### src/rtl/kernel_ops_pkg.sv
// kernel_ops_pkg: mode/state encodings, tap offsets and 3x3 coefficients
// shared by kernel_ops_multi and kernel_lane.
package kernel_ops_pkg;

  localparam logic [1:0] MODE_ID    = 2'b00;
  localparam logic [1:0] MODE_GAUSS = 2'b01;
  localparam logic [1:0] MODE_SHARP = 2'b10;
  localparam logic [1:0] MODE_LAPL  = 2'b11;

  localparam logic [2:0] ST_IDLE  = 3'd0;
  localparam logic [2:0] ST_FETCH = 3'd1;
  localparam logic [2:0] ST_DRAIN = 3'd2;
  localparam logic [2:0] ST_SAT   = 3'd3;
  localparam logic [2:0] ST_DONE  = 3'd4;

  localparam int LAST_TAP    = 8;
  localparam int GAUSS_SHIFT = 4;
  localparam int GAUSS_ROUND = 8;

  function automatic int tap_dr(input logic [3:0] t);
    int d;
    if (t < 4'd3) d = -1;
    else if (t < 4'd6) d = 0;
    else d = 1;
    return d;
  endfunction

  function automatic int tap_dc(input logic [3:0] t);
    return int'(t) - 3 * (tap_dr(t) + 1) - 1;
  endfunction

  function automatic logic signed [4:0] kcoef(
    input logic [1:0] m,
    input logic [3:0] t
  );
    logic signed [4:0] k;
    logic edge_tap;
    logic corner;
    edge_tap = (t == 4'd1) || (t == 4'd3) ||
               (t == 4'd5) || (t == 4'd7);
    corner = (t == 4'd0) || (t == 4'd2) ||
             (t == 4'd6) || (t == 4'd8);
    k = '0;
    unique case (m)
      MODE_ID: begin
        if (t == 4'd4) k = 5'sd1;
      end
      MODE_GAUSS: begin
        if (t == 4'd4) k = 5'sd4;
        else if (edge_tap) k = 5'sd2;
        else if (corner) k = 5'sd1;
      end
      MODE_SHARP: begin
        if (t == 4'd4) k = 5'sd5;
        else if (edge_tap) k = -5'sd1;
      end
      default: begin
        if (t == 4'd4) k = 5'sd8;
        else k = -5'sd1;
      end
    endcase
    return k;
  endfunction

endpackage

### src/rtl/kernel_lane.sv
// kernel_lane: one channel's address gen, border flag, MAC and clamp.
// BORDER_REPLICATE_EN: out-of-image taps use clamped-coordinate data.
module kernel_lane
  import kernel_ops_pkg::*;
#(
  parameter int IMG_W  = 64,
  parameter int IMG_H  = 64,
  parameter int DATA_W = 13,
  parameter int ADDR_W = 12,
  parameter int ACC_W  = 20
) (
  input  logic              clk,
  input  logic              n_rst,
  input  logic              start,
  input  logic [ADDR_W-1:0] pix_in,
  input  logic [1:0]        mode,
  input  logic              addr_en,
  input  logic [3:0]        addr_tap,
  input  logic              acc_en,
  input  logic [3:0]        acc_tap,
  input  logic              sat_en,
  input  logic [DATA_W-1:0] t_data,
  output logic [ADDR_W-1:0] t_address,
  output logic [DATA_W-1:0] result
);

  localparam int LW = $clog2(IMG_W);

`ifdef BORDER_REPLICATE_EN
  localparam logic REPL = 1'b1;
`else
  localparam logic REPL = 1'b0;
`endif

  localparam logic signed [ACC_W-1:0] RND =
    ACC_W'(GAUSS_ROUND);
  localparam logic signed [ACC_W-1:0] MAXV =
    ACC_W'((1 << DATA_W) - 1);

  function automatic logic tap_in(
    input logic [ADDR_W-1:0] ctr,
    input logic [3:0]        t
  );
    int r;
    int c;
    r = int'(ctr[ADDR_W-1:LW]) + tap_dr(t);
    c = int'(ctr[LW-1:0]) + tap_dc(t);
    return (r >= 0) && (r < IMG_H) &&
           (c >= 0) && (c < IMG_W);
  endfunction

  function automatic logic [ADDR_W-1:0] tap_addr(
    input logic [ADDR_W-1:0] ctr,
    input logic [3:0]        t
  );
    int r;
    int c;
    r = int'(ctr[ADDR_W-1:LW]) + tap_dr(t);
    c = int'(ctr[LW-1:0]) + tap_dc(t);
    if (r < 0) r = 0;
    if (r > IMG_H - 1) r = IMG_H - 1;
    if (c < 0) c = 0;
    if (c > IMG_W - 1) c = IMG_W - 1;
    return ADDR_W'(r * IMG_W + c);
  endfunction

  logic [ADDR_W-1:0]        centre;
  logic [ADDR_W-1:0]        nxt_addr;
  logic                     oor;
  logic                     keep;
  logic signed [ACC_W-1:0]  acc;
  logic signed [ACC_W-1:0]  coef_x;
  logic signed [ACC_W-1:0]  pix_x;
  logic signed [ACC_W-1:0]  prod;
  logic signed [ACC_W-1:0]  shaped;
  logic [DATA_W-1:0]        clamped;

  assign nxt_addr = tap_addr(start ? pix_in : centre,
                             start ? 4'd0 : addr_tap);
  assign oor = int'(centre[ADDR_W-1:LW]) >= IMG_H;
  assign keep = !oor && (REPL || tap_in(centre, acc_tap));
  assign coef_x = ACC_W'(kcoef(mode, acc_tap));
  assign pix_x = ACC_W'($signed({1'b0, t_data}));
  assign prod = coef_x * pix_x;

  // Post-scale the sum per mode, then saturate to the pixel range.
  always_comb begin
    shaped = acc;
    unique case (mode)
      MODE_GAUSS: shaped = (acc + RND) >>> GAUSS_SHIFT;
      MODE_LAPL:  shaped = (acc < 0) ? -acc : acc;
      default:    shaped = acc;
    endcase
    clamped = '0;
    if (oor || shaped < 0) clamped = '0;
    else if (shaped > MAXV) clamped = '1;
    else clamped = shaped[DATA_W-1:0];
  end

  // Latch centre, step the read address, accumulate, register result.
  always_ff @(posedge clk or negedge n_rst) begin
    if (!n_rst) begin
      centre    <= '0;
      t_address <= '0;
      acc       <= '0;
      result    <= '0;
    end else begin
      if (start) begin
        centre <= pix_in;
        acc    <= '0;
      end else if (acc_en && keep) begin
        acc <= acc + prod;
      end
      if (start || addr_en) t_address <= nxt_addr;
      if (sat_en) result <= clamped;
    end
  end

endmodule

### src/rtl/kernel_ops_multi.sv
// kernel_ops_multi: N-channel lockstep 3x3 convolution, shared FSM.
// BORDER_REPLICATE_EN selects edge replication instead of zero padding.
module kernel_ops_multi
  import kernel_ops_pkg::*;
#(
  parameter int NUM_CH = 2,
  parameter int IMG_W  = 64,
  parameter int IMG_H  = 64,
  parameter int DATA_W = 13,
  parameter int ADDR_W = 12,
  parameter int ACC_W  = 20
) (
  input  logic                     clk,
  input  logic                     n_rst,
  input  logic                     in_valid,
  output logic                     in_ready,
  input  logic [1:0]               mode,
  input  logic [NUM_CH*ADDR_W-1:0] pixel,
  output logic [NUM_CH*ADDR_W-1:0] t_address,
  input  logic [NUM_CH*DATA_W-1:0] t_data,
  output logic                     out_valid,
  input  logic                     out_ready,
  output logic [NUM_CH*DATA_W-1:0] output_result
);

  logic [2:0] state;
  logic [3:0] tap;
  logic [1:0] mode_q;
  logic       start;
  logic       addr_en;
  logic       acc_en;
  logic       sat_en;
  logic [3:0] addr_tap;
  logic [3:0] acc_tap;

  assign in_ready  = (state == ST_IDLE);
  assign out_valid = (state == ST_DONE);
  assign start     = in_ready && in_valid;
  assign addr_en   = (state == ST_FETCH) &&
                     (tap != 4'(LAST_TAP));
  assign addr_tap  = tap + 4'd1;
  assign acc_en    = ((state == ST_FETCH) && (tap != 4'd0)) ||
                     (state == ST_DRAIN);
  assign acc_tap   = (state == ST_DRAIN) ? 4'(LAST_TAP)
                                         : tap - 4'd1;
  assign sat_en    = (state == ST_SAT);

  // Sequence one request: fetch 9 taps, drain, saturate, hand off.
  always_ff @(posedge clk or negedge n_rst) begin
    if (!n_rst) begin
      state  <= ST_IDLE;
      tap    <= '0;
      mode_q <= MODE_ID;
    end else begin
      case (state)
        ST_IDLE: begin
          if (in_valid) begin
            mode_q <= mode;
            tap    <= '0;
            state  <= ST_FETCH;
          end
        end
        ST_FETCH: begin
          if (tap == 4'(LAST_TAP)) begin
            tap   <= '0;
            state <= ST_DRAIN;
          end else begin
            tap <= tap + 4'd1;
          end
        end
        ST_DRAIN: state <= ST_SAT;
        ST_SAT:   state <= ST_DONE;
        ST_DONE:  if (out_ready) state <= ST_IDLE;
        default:  state <= ST_IDLE;
      endcase
    end
  end

  for (genvar g = 0; g < NUM_CH; g++) begin : g_lane
    kernel_lane #(
      .IMG_W  (IMG_W),
      .IMG_H  (IMG_H),
      .DATA_W (DATA_W),
      .ADDR_W (ADDR_W),
      .ACC_W  (ACC_W)
    ) u_lane (
      .clk       (clk),
      .n_rst     (n_rst),
      .start     (start),
      .pix_in    (pixel[g*ADDR_W +: ADDR_W]),
      .mode      (mode_q),
      .addr_en   (addr_en),
      .addr_tap  (addr_tap),
      .acc_en    (acc_en),
      .acc_tap   (acc_tap),
      .sat_en    (sat_en),
      .t_data    (t_data[g*DATA_W +: DATA_W]),
      .t_address (t_address[g*ADDR_W +: ADDR_W]),
      .result    (output_result[g*DATA_W +: DATA_W])
    );
  end

endmodule

### config.mk
export PLATFORM = sky130hd
export DESIGN_NAME = kernel_ops_multi
export DESIGN_NICKNAME = d
export VERILOG_FILES = /design/src/rtl/kernel_ops_pkg.sv /design/src/rtl/kernel_lane.sv /design/src/rtl/kernel_ops_multi.sv
export SDC_FILE = /design/constraint.sdc
export NUM_CORES = 1
export LEC_CHECK = 0
export BUFFER_PORTS_ARGS = -buffer_cell sky130_fd_sc_hd__buf_2
export CORE_MARGIN = 2
export CORE_UTILIZATION = 35
export CTS_CLUSTER_SIZE = 10
export DETAILED_ROUTE_END_ITERATION = 16
export GPL_ROUTABILITY_DRIVEN = 0
export RECOVER_POWER = 100
export SLEW_MARGIN = 30
export SYNTH_ARGS = -nofsm -noshare
export SYNTH_HDL_FRONTEND = slang
export SYNTH_SLANG_ARGS = --single-unit
### constraint.sdc
create_clock -name clk -period 12.79 [get_ports clk]
set_clock_uncertainty 0.15 [all_clocks]
set_input_delay 1.9185 -clock clk [delete_from_list [all_inputs] [get_ports clk]]
set_output_delay 1.9185 -clock clk [all_outputs]
set_load 0.05 [all_outputs]
-- Yosys cells after proc, flatten, opt, wreduce, memory -nomap -nowiden
Cells that the tools add are included.
Widths: inputs -> output; s select.
- output and inout port bits: 52
- word-level logic and storage cells: 157
- input bits: 56
- register bits: 123
- mux-type cells: 43
- add/subtract/negate cells: 24
- order comparisons: 26
- multipliers: 4
- reduce and logical (&&, ||, !) cells: 29
- eq/ne operators: 20
- operators by type and width (kind ; number):
    $add 7x32->32 ; 8
    $mux 32 ; 6
    $ge 32x1->1 const B ; 4
    $gt 32x7->1 const B ; 4
    $lt 32x1->1 const B ; 4
    $lt 32x8->1 const B ; 4
    $mux 20 ; 6
    $lt 20x1->1 const B ; 4
    $pmux 20 s2 ; 2
    $add 32x2->32 const B ; 2
    $mul 3x32->32 const A ; 2
    $sub 32x2->32 const B ; 2
    $sub 5x32->32 ; 2
    $mux 13 ; 4
    $mux 12 ; 4
    $add 20x19->20 ; 2
    $add 20x5->20 const B ; 2
    $gt 20x14->1 const B ; 2
    $neg 20->20 ; 2
    $mul 5x14->19 ; 2
    $mux 5 ; 5
    $add 12x12->12 ; 2
    $eq 4x3->1 const B ; 4
    $mux 4 ; 4
    other kinds (30) ; 63

-- Logic depth before layout (Yosys ltp)
Gate-level depths: netlist of run 1.
- depth in word-level cells: 16
- mapped depth: 32
- mapped depth without buffers: 27

-- By module
From an unflattened synthesis of run 1, not the netlist that was laid out.
- cell total of the unflattened synthesis: 2095
- area total of the unflattened synthesis: 17729.5 µm²
- by module, submodules not included (module ; seq. area each (µm²) ; cells each ; area each (µm²) ; instances):
    kernel_lane at g_lane[0].u_lane ; 1426.4 ; 1054 ; 8777.2 ; 1
    kernel_lane at g_lane[1].u_lane ; 1426.4 ; 986 ; 8408.1 ; 1
    kernel_ops_multi ; 225.2 ; 55 ; 544.3 ; 1

-- Worst setup path after synthesis of run 1
OpenSTA, ideal clock, no wires.
- path type: reg-to-reg
- start: reg tap[0]
- end: reg g_lane[0].u_lane.acc[19]
- path buffers: 5
- library setup time: 126 ps
- arrival: 6962 ps
- clock period less this slack: 7238 ps
- stages on the path, launching flop included: 30
- required time: 12514 ps
- path slack: 5552 ps
- cells stage by stage: dfrtp_1 -> buf_2 -> buf_1 -> inv_1 -> ha_1 -> xnor2_1 -> or2_1 -> clkbuf_1 -> nor3_1 -> nand2b_1 -> clkbuf_1 -> clkbuf_1 -> inv_1 -> fa_1 -> inv_1 -> fa_1 -> fa_1 -> inv_1 -> fa_1 -> inv_1 -> fa_1 -> nor2b_1 -> o21a_1 -> o21ai_0 -> a2111oi_0 -> nor4_1 -> o311ai_0 -> a21oi_1 -> xnor2_1 -> mux2i_1
- cells in the longest elaborated chain, start to end: 15
- elaborated cells on any way between the ends: 51
- classes of those cells: add/sub: 7; mul: 2; order compare: 6; eq/ne: 8; mux: 13; reduce/logical: 15
- RTL lines (item ; line ; text):
    start, declared ; kernel_ops_multi.sv:27 ; logic [3:0] tap;
    start signal, assigned ; kernel_ops_multi.sv:68 ; tap <= tap + 4'd1;
    $sub 4x1->4 ; kernel_ops_multi.sv:45 ; : tap - 4'd1;
    $mux 4 ; kernel_ops_multi.sv:44 ; assign acc_tap = (state == ST_DRAIN) ? 4'(LAST_TAP)
    $lt 4x3->1 ; kernel_ops_pkg.sv:23 ; else if (t < 4'd6) d = 0;
    $mux 1 ; kernel_ops_pkg.sv:23 ;
    $mux 32 ; kernel_ops_pkg.sv:22 ; if (t < 4'd3) d = -1;
    $add 32x2->32 ; kernel_ops_pkg.sv:29 ; return int'(t) - 3 * (tap_dr(t) + 1) - 1;
    $mul 3x32->32 ; kernel_ops_pkg.sv:29 ;
    $sub 5x32->32 ; kernel_ops_pkg.sv:29 ;
    $sub 32x2->32 ; kernel_ops_pkg.sv:29 ;
    $add 7x32->32 ; kernel_lane.sv:47 ; c = int'(ctr[LW-1:0]) + tap_dc(t);
    $ge 32x1->1 ; kernel_lane.sv:49 ; (c >= 0) && (c < IMG_W);
    $logic_and 1x1->1 ; kernel_lane.sv:48 ; return (r >= 0) && (r < IMG_H) &&
    $logic_and 1x1->1 ; kernel_lane.sv:49 ;
    $logic_and 1x1->1 ; kernel_lane.sv:111 ; end else if (acc_en && keep) begin
    $reduce_bool 2->1 (no source line) ; - ;
    end signal, assigned ; kernel_lane.sv:112 ; acc <= acc + prod;
    end, declared ; kernel_lane.sv:71 ; logic signed [ACC_W-1:0] acc;
Parallel ways exist; a longest one is shown, timed or not. The select of a mux whose other input is x is not followed.
A chain may end at the register's enable or synchronous reset.

-- Final worst setup path of run 1
Ends and elaborated chain as after synthesis.

==> flow_metrics.py, run 1 <==
metrics = {
    "status": {
        "status": "finished with violations",
        "violations": "max-capacitance violations, max-slew violations",
    },
    "timing": {
        "rsz0062_at_grt": "no",
        "fin_ws_ns": 3.68,
        "tightestPinTransition_ns": 3.97,
        "fmax_mhz": 110,
        "drv_slew": 291,
        "setup_tns_ns": 0,
        "hold_ws_ns": 0.322,
        "final_hold_viol_count": 0,
        "period_minus_slack_ns": 9.11,
        "finalSetupViolCount": 0,
        "period_share_pct": 71.2,
        "slew_headroom_pct": -165,
    },
    "global_route": {
        "antenna_found_initial": 0,
        "grt_first_pass_wirelength_um": 76800,
        "grt_pass1_vias": 15099,
        "grt_max_degree": 68,
        "track_usage_pct": 18.8,
        "grt-ovfl-total": 0,
    },
    "cts": {
        "max-clock-path-buffers": 2,
        "clk_pin_slew_worst_paths_ns": 0.06,
        "cts_sinks": 123,
        "tritoncts": "done",
        "cts-buffers-inserted": 17,
        "post_cts_buffers": 0,
        "cts_hold_buf": 0,
        "ctsResizeCount": 0,
        "htreeDepth": 4,
        "insertion_delay_ns": 0.49,
        "cts-root-buf": "clkbuf_16",
    },
    "synth": {
        "ys_seq_area_share_pct": 17.9,
        "ys_types": 97,
        "synth_top_area_share_pct": 17.9,
        "syn_inst": 2083,
        "synth_top_area_cell": "dfrtp_1",
        "synth_edf_count": 0,
        "synth_top_family_by_area": "adder cells",
        "synth_compound_area_share_pct": 16.1,
        "synth-xor-area-share_pct": 5.53,
        "synthMuxAreaShare_pct": 4.17,
        "synth_fa_ha_area_share_pct": 27.7,
        "yosysMostFrequentCell": "nand2_1",
        "synthTopCellsByArea": "dfrtp_1 18%, ha_1 15%, fa_1 13%, nand2_1 5.7%, inv_1 3.8%",
        "syn_avg_cell_area_um2": 8.26,
        "syn-cell-area_um2": 17200,
        "ys.warnings.count": 0,
        "yosys.area_share.simple_pct": 22.1,
        "synth_ff_type": "dfrtp_1",
        "postSynth.asyncResetShare_pct": 100,
        "synth_common_cells": "261 x nand2_1, 208 x ha_1, 173 x inv_1",
        "ys_seq_elements": 123,
    },
    "floorplan": {
        "io_pins": 108,
        "row_count": 81,
        "dieArea_um2": 51000,
        "start_util_pct": 35.3,
        "core_region_area_um2": 48700,
        "die_y_um": 226,
        "die_w_um": 226,
    },
    "worst_hold_path": {
        "whs_path_depth": 2,
        "hold_path.class": "register to register",
    },
    "worst_setup_path": {
        "r2r_start": "tap[0]$_DFFE_PN0P_",
        "endpoint_kind": "register",
        "reg2reg_slack_ns": 3.68,
        "startpoint": "tap[0]$_DFFE_PN0P_",
        "cp_max_fo": 29,
        "reg2reg_depth": 24,
        "cp-endpoint": "g_lane[0].u_lane.acc[19]$_DFFE_PN0P_",
        "worstSetupPathType": "register to register",
        "cp.arrival_ns": 9.27,
        "timing.rr.end": "g_lane[0].u_lane.acc[19]$_DFFE_PN0P_",
        "start_kind": "register",
        "required_ns": 12.95,
    },
    "cells_and_area": {
        "final_nets": 2510,
        "diodes": 0,
        "syn2layout_area_growth_pct": 8.99,
        "instances_no_fill": 2815,
        "drive_above_1_share_pct": 7.53,
        "fill_cells": 5052,
    },
    "drt": {
        "wl_per_cell_um": 16.4,
        "vias": 15074,
        "wl_um": 46300,
        "drc": 0,
        "firstDrtPassIters": 6,
        "vias_per_cell": 5.35,
        "postRouteAntennaNets": 0,
        "drt_iter0_markers": 1108,
    },
    "job": {
        "drv_cap": 6,
    },
    "placed_design": {
        "place_hpwl_um": 35200,
        "pre_cts_ws_ns": 4.85,
        "placedCellCount": 2783,
        "portBuffers": 107,
    },
}
==> metrics by stage <==
stage / utilization, % / instance area (um^2)
final: 38.5 / 18800
after global routing: 38.5 / 18800
after CTS: 38.8 / 18900
after global placement: 37.7 / 18400
after floorplan: - / 17300
after detailed placement: 37.7 / 18400
==> worst min-delay path by stage <==
stage / to / slack, ns / startpoint
after floorplan: g_lane[0].u_lane.centre[0]$_DFF_PN0_ / 0.32 / g_lane[0].u_lane.centre[0]$_DFF_PN0_
after global placement: g_lane[1].u_lane.t_address[7]$_DFFE_PN0P_ / 0.30 / g_lane[1].u_lane.t_address[7]$_DFFE_PN0P_
after detailed placement: g_lane[1].u_lane.t_address[6]$_DFFE_PN0P_ / 0.31 / g_lane[1].u_lane.t_address[6]$_DFFE_PN0P_
after CTS: g_lane[1].u_lane.t_address[6]$_DFFE_PN0P_ / 0.32 / g_lane[1].u_lane.t_address[6]$_DFFE_PN0P_
after global routing: g_lane[1].u_lane.result[4]$_DFFE_PN0P_ / 0.36 / g_lane[1].u_lane.result[4]$_DFFE_PN0P_
final: g_lane[1].u_lane.t_address[6]$_DFFE_PN0P_ / 0.32 / g_lane[1].u_lane.t_address[6]$_DFFE_PN0P_
==> area by class of cell <==
type | instances | area, um^2 | share of cell area [%]
Sequential cell | 123 | 3080 | 16.4
Tap cell | 664 | 831 | 4.43
Clock inverter | 14 | 124 | 0.660
Multi-Input combinational cell | 1698 | 13100 | 69.7
Inverter | 174 | 653 | 3.48
Clock buffer | 18 | 429 | 2.29
Timing Repair Buffer | 124 | 573 | 3.06
==> layout by cell type, fill, tap and decap left out, types with 10 or more instances in the layout <==
cell,synthesis,final
a211oi_1,23,24
a21o_1,31,31
a21oi_1,113,111
a31oi_1,15,15
and2_1,73,69
buf_2,15,53
buf_4,2,11
clkbuf_1,79,61
clkbuf_16,0,17
conb_1,2,22
dfrtp_1,123,122
fa_1,108,108
ha_1,208,208
inv_1,173,173
mux2i_1,60,60
nand2_1,261,261
nand2b_1,20,20
nand3_1,44,44
nand4_1,13,13
nor2_1,154,152
nor2b_1,16,16
nor3_1,46,45
nor4_1,21,22
o21ai_0,71,84
o21bai_1,10,10
o22ai_1,24,24
o31ai_1,27,27
or2_2,34,33
xnor2_1,65,65
xor2_1,40,40
==> per-layer routing <==
metal / vias up / wire length [um] / track usage (%) / share of wire [%]
met5: - / 0 / 0 / 0
met4: 0 / 1760 / 9.57 / 3.8
met3: 101 / 2090 / 2.86 / 4.5
met2: 422 / 21200 / 30.1 / 46
met1: 7247 / 21300 / 24.7 / 46
li1: 7304 / - / - / -
==> state kept, by name (all words and copies together) (netlist names) <==
name and count:
g_lane.u_lane.acc 40, mode_q 2, g_lane.u_lane.centre 24, g_lane.u_lane.t_address 24, tap 4, state 3
g_lane.u_lane.result 26
==> critical path: stages (launching register included) <==
cell and delay, ns:
dfrtp_1 0.73, inv_1 0.13, ha_1 0.64, nand3b_1 0.25, nor3_1 0.46, nand2b_1 0.16
clkbuf_1 0.97, inv_1 0.62, fa_1 0.70, inv_1 0.05, fa_1 0.47, fa_1 0.54
inv_1 0.05, fa_1 0.52, inv_1 0.06, fa_1 0.45, nor2b_1 0.12, o21a_1 0.13
o21ai_0 0.14, a2111oi_0 0.60, nor4_1 0.19, o311ai_0 0.40, a21oi_1 0.14, xnor2_1 0.15
mux2i_1 0.09
==> cells by family (layout without fill, tap and decap cells) <==
| kind of cell | count (synthesis) | count (layout) |
|---|---|---|
| fa+ha+maj | 317 | 317 |
| simple gates | 763 | 763 |
| xor+xnor | 107 | 107 |
| compound gates | 419 | 419 |
| flops | 123 | 123 |
| mux | 70 | 70 |
| other cells | 2 | 22 |
| buf+inv | 282 | 330 |
Power of run 1 is left out: the tool's default activity adds up to more than one toggle a clock period on the data nets, which glitch-free logic cannot reach.
==> run 2: changes to the inputs <==
--- a/config.mk
+++ b/config.mk
@@ -5,6 +5,7 @@
 export SDC_FILE = /design/constraint.sdc
 export NUM_CORES = 1
 export LEC_CHECK = 0
+export ABC_AREA = 1
 export BUFFER_PORTS_ARGS = -buffer_cell sky130_fd_sc_hd__buf_2
 export CORE_MARGIN = 2
 export CORE_UTILIZATION = 35
==> constraint.sdc (replaced) <==
create_clock -name clk -period 8.2 [get_ports clk]
set_clock_uncertainty 0.15 [all_clocks]
set_input_delay 1.23 -clock clk [delete_from_list [all_inputs] [get_ports clk]]
set_output_delay 1.23 -clock clk [all_outputs]
set_load 0.05 [all_outputs]
==> run 2 against run 1 <==
The flow still finishes with violations (max-capacitance violations, max-slew violations). Hold slack improved by 0.0056 ns. Cell count increased by 15%. Core utilization increased by 0.72 points. Global-route usage increased by 1.2 points. Sequential share of layout area decreased by 0.37 points. Die area increased by 0.92%. Critical endpoint unchanged. Highest routed layer unchanged.
==> flow_metrics.py, run 2 <==
metrics = {
    "timing": {
        "period_share_pct": 91.7,
        "final_hold_viol_count": 0,
        "drv_slew": 105,
        "slew_headroom_pct": -190,
        "tightestPinTransition_ns": 4.35,
        "fmax_mhz": 133,
        "period_minus_slack_ns": 7.52,
        "rsz0062_at_grt": "no",
        "finalSetupViolCount": 0,
        "setup_tns_ns": 0,
    },
    "drt": {
        "drt_iter0_markers": 1069,
        "postRouteAntennaNets": 0,
        "firstDrtPassIters": 5,
        "wl_um": 49300,
        "vias_per_cell": 5.06,
        "vias": 16414,
        "wl_per_cell_um": 15.2,
        "drc": 0,
    },
    "floorplan": {
        "dieArea_um2": 51400,
        "io_pins": 108,
        "start_util_pct": 35.5,
        "die_y_um": 227,
        "core_region_area_um2": 49000,
        "row_count": 81,
        "die_w_um": 227,
    },
    "placed_design": {
        "placedCellCount": 3216,
        "portBuffers": 107,
        "place_hpwl_um": 39900,
        "dpl_cell_area_um2": 18600,
    },
    "cts": {
        "ctsResizeCount": 0,
        "htreeDepth": 4,
        "tritoncts": "done",
        "max-clock-path-buffers": 2,
        "insertion_delay_ns": 0.48,
        "cts-buffers-inserted": 17,
        "cts-root-buf": "clkbuf_16",
        "cts_sinks": 123,
        "post_cts_buffers": 0,
        "cts_hold_buf": 0,
        "clk_pin_slew_worst_paths_ns": 0.06,
    },
    "cells_and_area": {
        "design_area_um2": 19200,
        "fill_cells": 5174,
        "largest_reg_flops": 40,
        "final_nets": 2943,
        "largest-register": "g_lane.u_lane.acc",
        "syn2layout_area_growth_pct": 10.5,
        "diodes": 0,
        "top_regs": "g_lane.u_lane.acc: 40 flops, g_lane.u_lane.result: 26 flops",
        "instances_no_fill": 3247,
        "final_cell_mix": "627 x nand2_1, 391 x inv_1, 208 x ha_1, 190 x nor2_1, 156 x nand3_1",
        "drive_above_1_share_pct": 6.58,
        "final_common_cell": "nand2_1",
    },
    "worst_setup_path": {
        "critPathMaxStageDelay_ns": 0.56,
        "start_kind": "register",
        "endpoint_kind": "register",
        "critPathBufInv": 9,
        "crit_family": "adder cells",
        "cp_max_fo": 26,
        "cp.arrival_ns": 7.78,
        "cp_common_cell": "inv_1",
        "required_ns": 8.47,
        "reg2reg_slack_ns": 0.68,
        "worst_path_max_delay_cell": "fa_1",
        "worstSetupPathType": "register to register",
    },
    "synth": {
        "yosysMostFrequentCell": "nand2_1",
        "synth_ff_type": "dfrtp_1",
        "synthTopCellsByArea": "dfrtp_1 18%, ha_1 15%, nand2_1 14%, fa_1 12%, inv_1 8.4%",
        "synth_common_cells": "627 x nand2_1, 389 x inv_1, 208 x ha_1",
        "synth_top_area_cell": "dfrtp_1",
        "ys.warnings.count": 0,
        "ys_seq_area_share_pct": 17.7,
        "postSynth.asyncResetShare_pct": 100,
        "synth_edf_count": 0,
        "ys_seq_elements": 123,
        "ys_types": 61,
        "syn_avg_cell_area_um2": 7.00,
        "syn_inst": 2481,
        "synth_top_area_share_pct": 17.7,
        "syn-cell-area_um2": 17400,
    },
    "global_route": {
        "grt_pass1_vias": 16552,
        "grt_first_pass_wirelength_um": 82100,
        "antenna_found_initial": 0,
        "grt_max_degree": 75,
        "grt-ovfl-total": 0,
        "track_usage_pct": 20.0,
    },
    "worst_hold_path": {
        "hold_path.class": "register to register",
    },
    "job": {
        "drv_cap": 2,
    },
    "status": {
        "violations": "max-capacitance violations, max-slew violations",
        "status": "finished with violations",
    },
}
## run 2: cell types whose count changed in the layout (fill, tap and decap cells not counted), moves of 38 or more
cell / previous run / this run
xnor2_1: 65 / 24
nor2_1: 152 / 190
nand2_1: 261 / 627
and2_1: 69 / 0
nand4_1: 13 / 55
o21ai_0: 84 / 122
inv_1: 173 / 391
nand3_1: 44 / 156
mux2i_1: 60 / 1
## run 2: final cells by class
| cell class | count | area (um^2) | area share (%) |
|---|---|---|---|
| multi-input combinational | 1902 | 12500 | 65.3 |
| inverter | 405 | 1520 | 7.92 |
| clock inverter | 13 | 214 | 1.12 |
| timing repair buffer | 122 | 568 | 2.96 |
| clock buffer | 18 | 439 | 2.29 |
| sequential | 123 | 3080 | 16.0 |
| tap | 664 | 831 | 4.33 |
## run 2: path summary, 6_finish.rpt
| path | cells after the start | start | endpoint |
|---|---|---|---|
| worst max-delay path | 33 | tap[0]$_DFFE_PN0P_ | g_lane[0].u_lane.acc[19]$_DFFE_PN0P_ |
| min in group asynchronous | 1 | n_rst | g_lane[0].u_lane.t_address[2]$_DFFE_PN0P_ |
| worst max register to register | 33 | tap[0]$_DFFE_PN0P_ | g_lane[0].u_lane.acc[19]$_DFFE_PN0P_ |
| worst min-delay path | 1 | g_lane[0].u_lane.result[8]$_DFFE_PN0P_ | g_lane[0].u_lane.result[8]$_DFFE_PN0P_ |
| max in group asynchronous | 2 | n_rst | g_lane[1].u_lane.result[1]$_DFFE_PN0P_ |
| worst min register to register | 1 | g_lane[0].u_lane.result[8]$_DFFE_PN0P_ | g_lane[0].u_lane.result[8]$_DFFE_PN0P_ |
## run 2: per-stage QoR
stage	hold WS, ns	utilization, %	worst slack, ns
after floorplan	0.328	-	1.49
after global placement	0.305	38.1	0.995
after detailed placement	0.310	38.1	0.872
after CTS	0.329	39.4	0.838
after global routing	0.343	39.2	0.137
final	0.328	39.2	0.685
## run 2: per-layer routing
metal / vias up / share of wire, % / global-route usage (%)
li1: 8122 / - / -
met5: - / 0 / 0
met2: 459 / 47 / 33.5
met3: 91 / 5.2 / 3.29
met1: 7742 / 44 / 25.3
met4: 0 / 3.4 / 8.93
## run 2: cell families (layout without fill, tap and decap cells)
kind of cell	Yosys count	after routing	synth area share [%]
simple gates	1158	1158	29.6
buf+inv	476	558	10.5
flops	123	123	17.7
xor+xnor	90	90	4.58
compound gates	315	315	10.0
mux	1	1	0.0576
fa+ha+maj	316	316	27.4
other cells	2	22	0.0432
Power of run 2 is left out for the same reason.
==> run 3: changes to the inputs <==
--- a/config.mk
+++ b/config.mk
@@ -13,6 +13,7 @@
 export DETAILED_ROUTE_END_ITERATION = 16
 export GPL_ROUTABILITY_DRIVEN = 0
 export RECOVER_POWER = 100
+export REMOVE_ABC_BUFFERS = 1
 export SLEW_MARGIN = 30
 export SYNTH_ARGS = -nofsm -noshare
 export SYNTH_HDL_FRONTEND = slang
==> run 3 against run 2 <==
The flow still finishes with violations (max-capacitance violations, max-slew violations). Via count is 0.83% lower. Critical path depth shrank 1. Flip-flop and latch count unchanged. Largest cell class unchanged. Fmax hardly changed. Non-clock buffer count grew 5. Cell count grew 0.18%. Worst setup slack better by 0.0068 ns. Die area unchanged. Count of clock-buffer cells in the layout unchanged.
==> flow_metrics.py, run 3 (synthesis gave the netlist of run 2 again) <==
metrics = {
    "drt": {
        "firstDrtPassIters": 5,
        "wl_per_cell_um": 14.5,
        "drt_iter0_markers": 1237,
        "drc": 0,
        "wl_um": 47300,
        "vias": 16277,
        "postRouteAntennaNets": 0,
        "vias_per_cell": 5.00,
    },
    "cells_and_area": {
        "largest-register": "g_lane.u_lane.acc",
        "top_regs": "g_lane.u_lane.acc: 40 flops, g_lane.u_lane.result: 26 flops",
        "syn2layout_area_growth_pct": 10.2,
        "largest_reg_flops": 40,
        "final_nets": 2948,
        "final_cell_mix": "627 x nand2_1, 392 x inv_1, 208 x ha_1, 189 x nor2_1, 157 x nand3_1",
        "diodes": 0,
        "drive_above_1_share_pct": 6.84,
        "final_common_cell": "nand2_1",
    },
    "timing": {
        "final_hold_viol_count": 0,
        "period_share_pct": 91.6,
        "finalSetupViolCount": 0,
        "setup_tns_ns": 0,
        "drv_slew": 160,
        "tightestPinTransition_ns": 4.00,
        "period_minus_slack_ns": 7.51,
        "rsz0062_at_grt": "no",
        "fmax_mhz": 133,
        "slew_headroom_pct": -167,
    },
    "worst_setup_path": {
        "cp_common_cell": "inv_1",
        "required_ns": 8.40,
        "start_kind": "register",
        "cp_max_fo": 13,
        "crit_family": "adder cells",
        "critPathBufInv": 7,
        "cp.arrival_ns": 7.70,
        "worstSetupPathType": "register to register",
        "endpoint_kind": "register",
        "critPathMaxStageDelay_ns": 0.55,
        "worst_path_max_delay_cell": "fa_1",
    },
    "status": {
        "violations": "max-capacitance violations, max-slew violations",
        "status": "finished with violations",
    },
    "cts": {
        "cts-root-buf": "clkbuf_16",
        "clk_pin_slew_worst_paths_ns": 0.07,
        "cts_sinks": 123,
        "tritoncts": "done",
        "cts_hold_buf": 0,
        "cts-buffers-inserted": 17,
        "ctsResizeCount": 0,
        "post_cts_buffers": 0,
        "htreeDepth": 4,
        "max-clock-path-buffers": 2,
        "insertion_delay_ns": 0.46,
    },
    "floorplan": {
        "die_y_um": 227,
        "row_count": 81,
        "io_pins": 108,
        "start_util_pct": 35.5,
        "die_w_um": 227,
        "core_region_area_um2": 49000,
        "dieArea_um2": 51400,
    },
    "global_route": {
        "antenna_found_initial": 1,
        "grt_first_pass_wirelength_um": 80200,
        "grt-ovfl-total": 0,
        "track_usage_pct": 19.2,
        "grt_pass1_vias": 16400,
        "grt_max_degree": 65,
    },
    "placed_design": {
        "portBuffers": 107,
        "place_hpwl_um": 37900,
    },
    "worst_hold_path": {
        "hold_path.class": "register to register",
    },
    "job": {
        "drv_cap": 3,
    },
}
-- run 3: worst paths after layout --
check                           cells past startpoint                                         to  slack [ns]                                      start
min in group asynchronous                           1  g_lane[0].u_lane.t_address[7]$_DFFE_PN0P_        2.01                                      n_rst
worst min-delay path                                2  g_lane[0].u_lane.t_address[6]$_DFFE_PN0P_        0.32  g_lane[0].u_lane.t_address[6]$_DFFE_PN0P_
worst max-delay path                               32       g_lane[1].u_lane.acc[19]$_DFFE_PN0P_        0.69                         tap[0]$_DFFE_PN0P_
worst max register to register                     32       g_lane[1].u_lane.acc[19]$_DFFE_PN0P_        0.69                         tap[0]$_DFFE_PN0P_
worst min register to register                      2  g_lane[0].u_lane.t_address[6]$_DFFE_PN0P_        0.32  g_lane[0].u_lane.t_address[6]$_DFFE_PN0P_
max in group asynchronous                           2       g_lane[0].u_lane.acc[17]$_DFFE_PN0P_        2.71                                      n_rst
-- run 3: worst min-delay path, cell delays in order, from the launching register on --
cell,delay (ns)
dfrtp_1,0.34
nand2_1,0.05
nand2_1,0.05
-- run 3: cell type report --
cell class,instances,area (um^2)
clock inverter,14,136
timing repair buffer,127,608
sequential,123,3080
multi-input combinational,1902,12500
inverter,405,1520
clock buffer,18,429
tap,664,831
fill,5167,29800
-- run 3: routing by layer --
layer / part of all wire (%) / vias to the layer above / routed length, um / GRT usage, %
met1: 46 / 7641 / 21700 / 25.1
met4: 1.8 / 2 / 850 / 5.18
met2: 47 / 442 / 22200 / 32.7
met5: 0.023 / - / 11 / 0
met3: 5.4 / 57 / 2550 / 3.33
li1: - / 8135 / - / -
-- run 3: per-stage QoR --
step	util, %	worst slack, ns	instances	instance area, um^2	hold WS (ns)
5_1_grt	39.1	0.128	3253	19100	0.356
2_1_floorplan	-	0.541	2430	17100	0.328
4_1_cts	39.3	0.853	3253	19200	0.323
6_report	39.1	0.691	3253	19100	0.320
3_3_place_gp	38.1	1.04	3221	18700	0.300
3_5_place_dp	38.1	0.871	3221	18700	0.307
Power of run 3 is left out for the same reason.
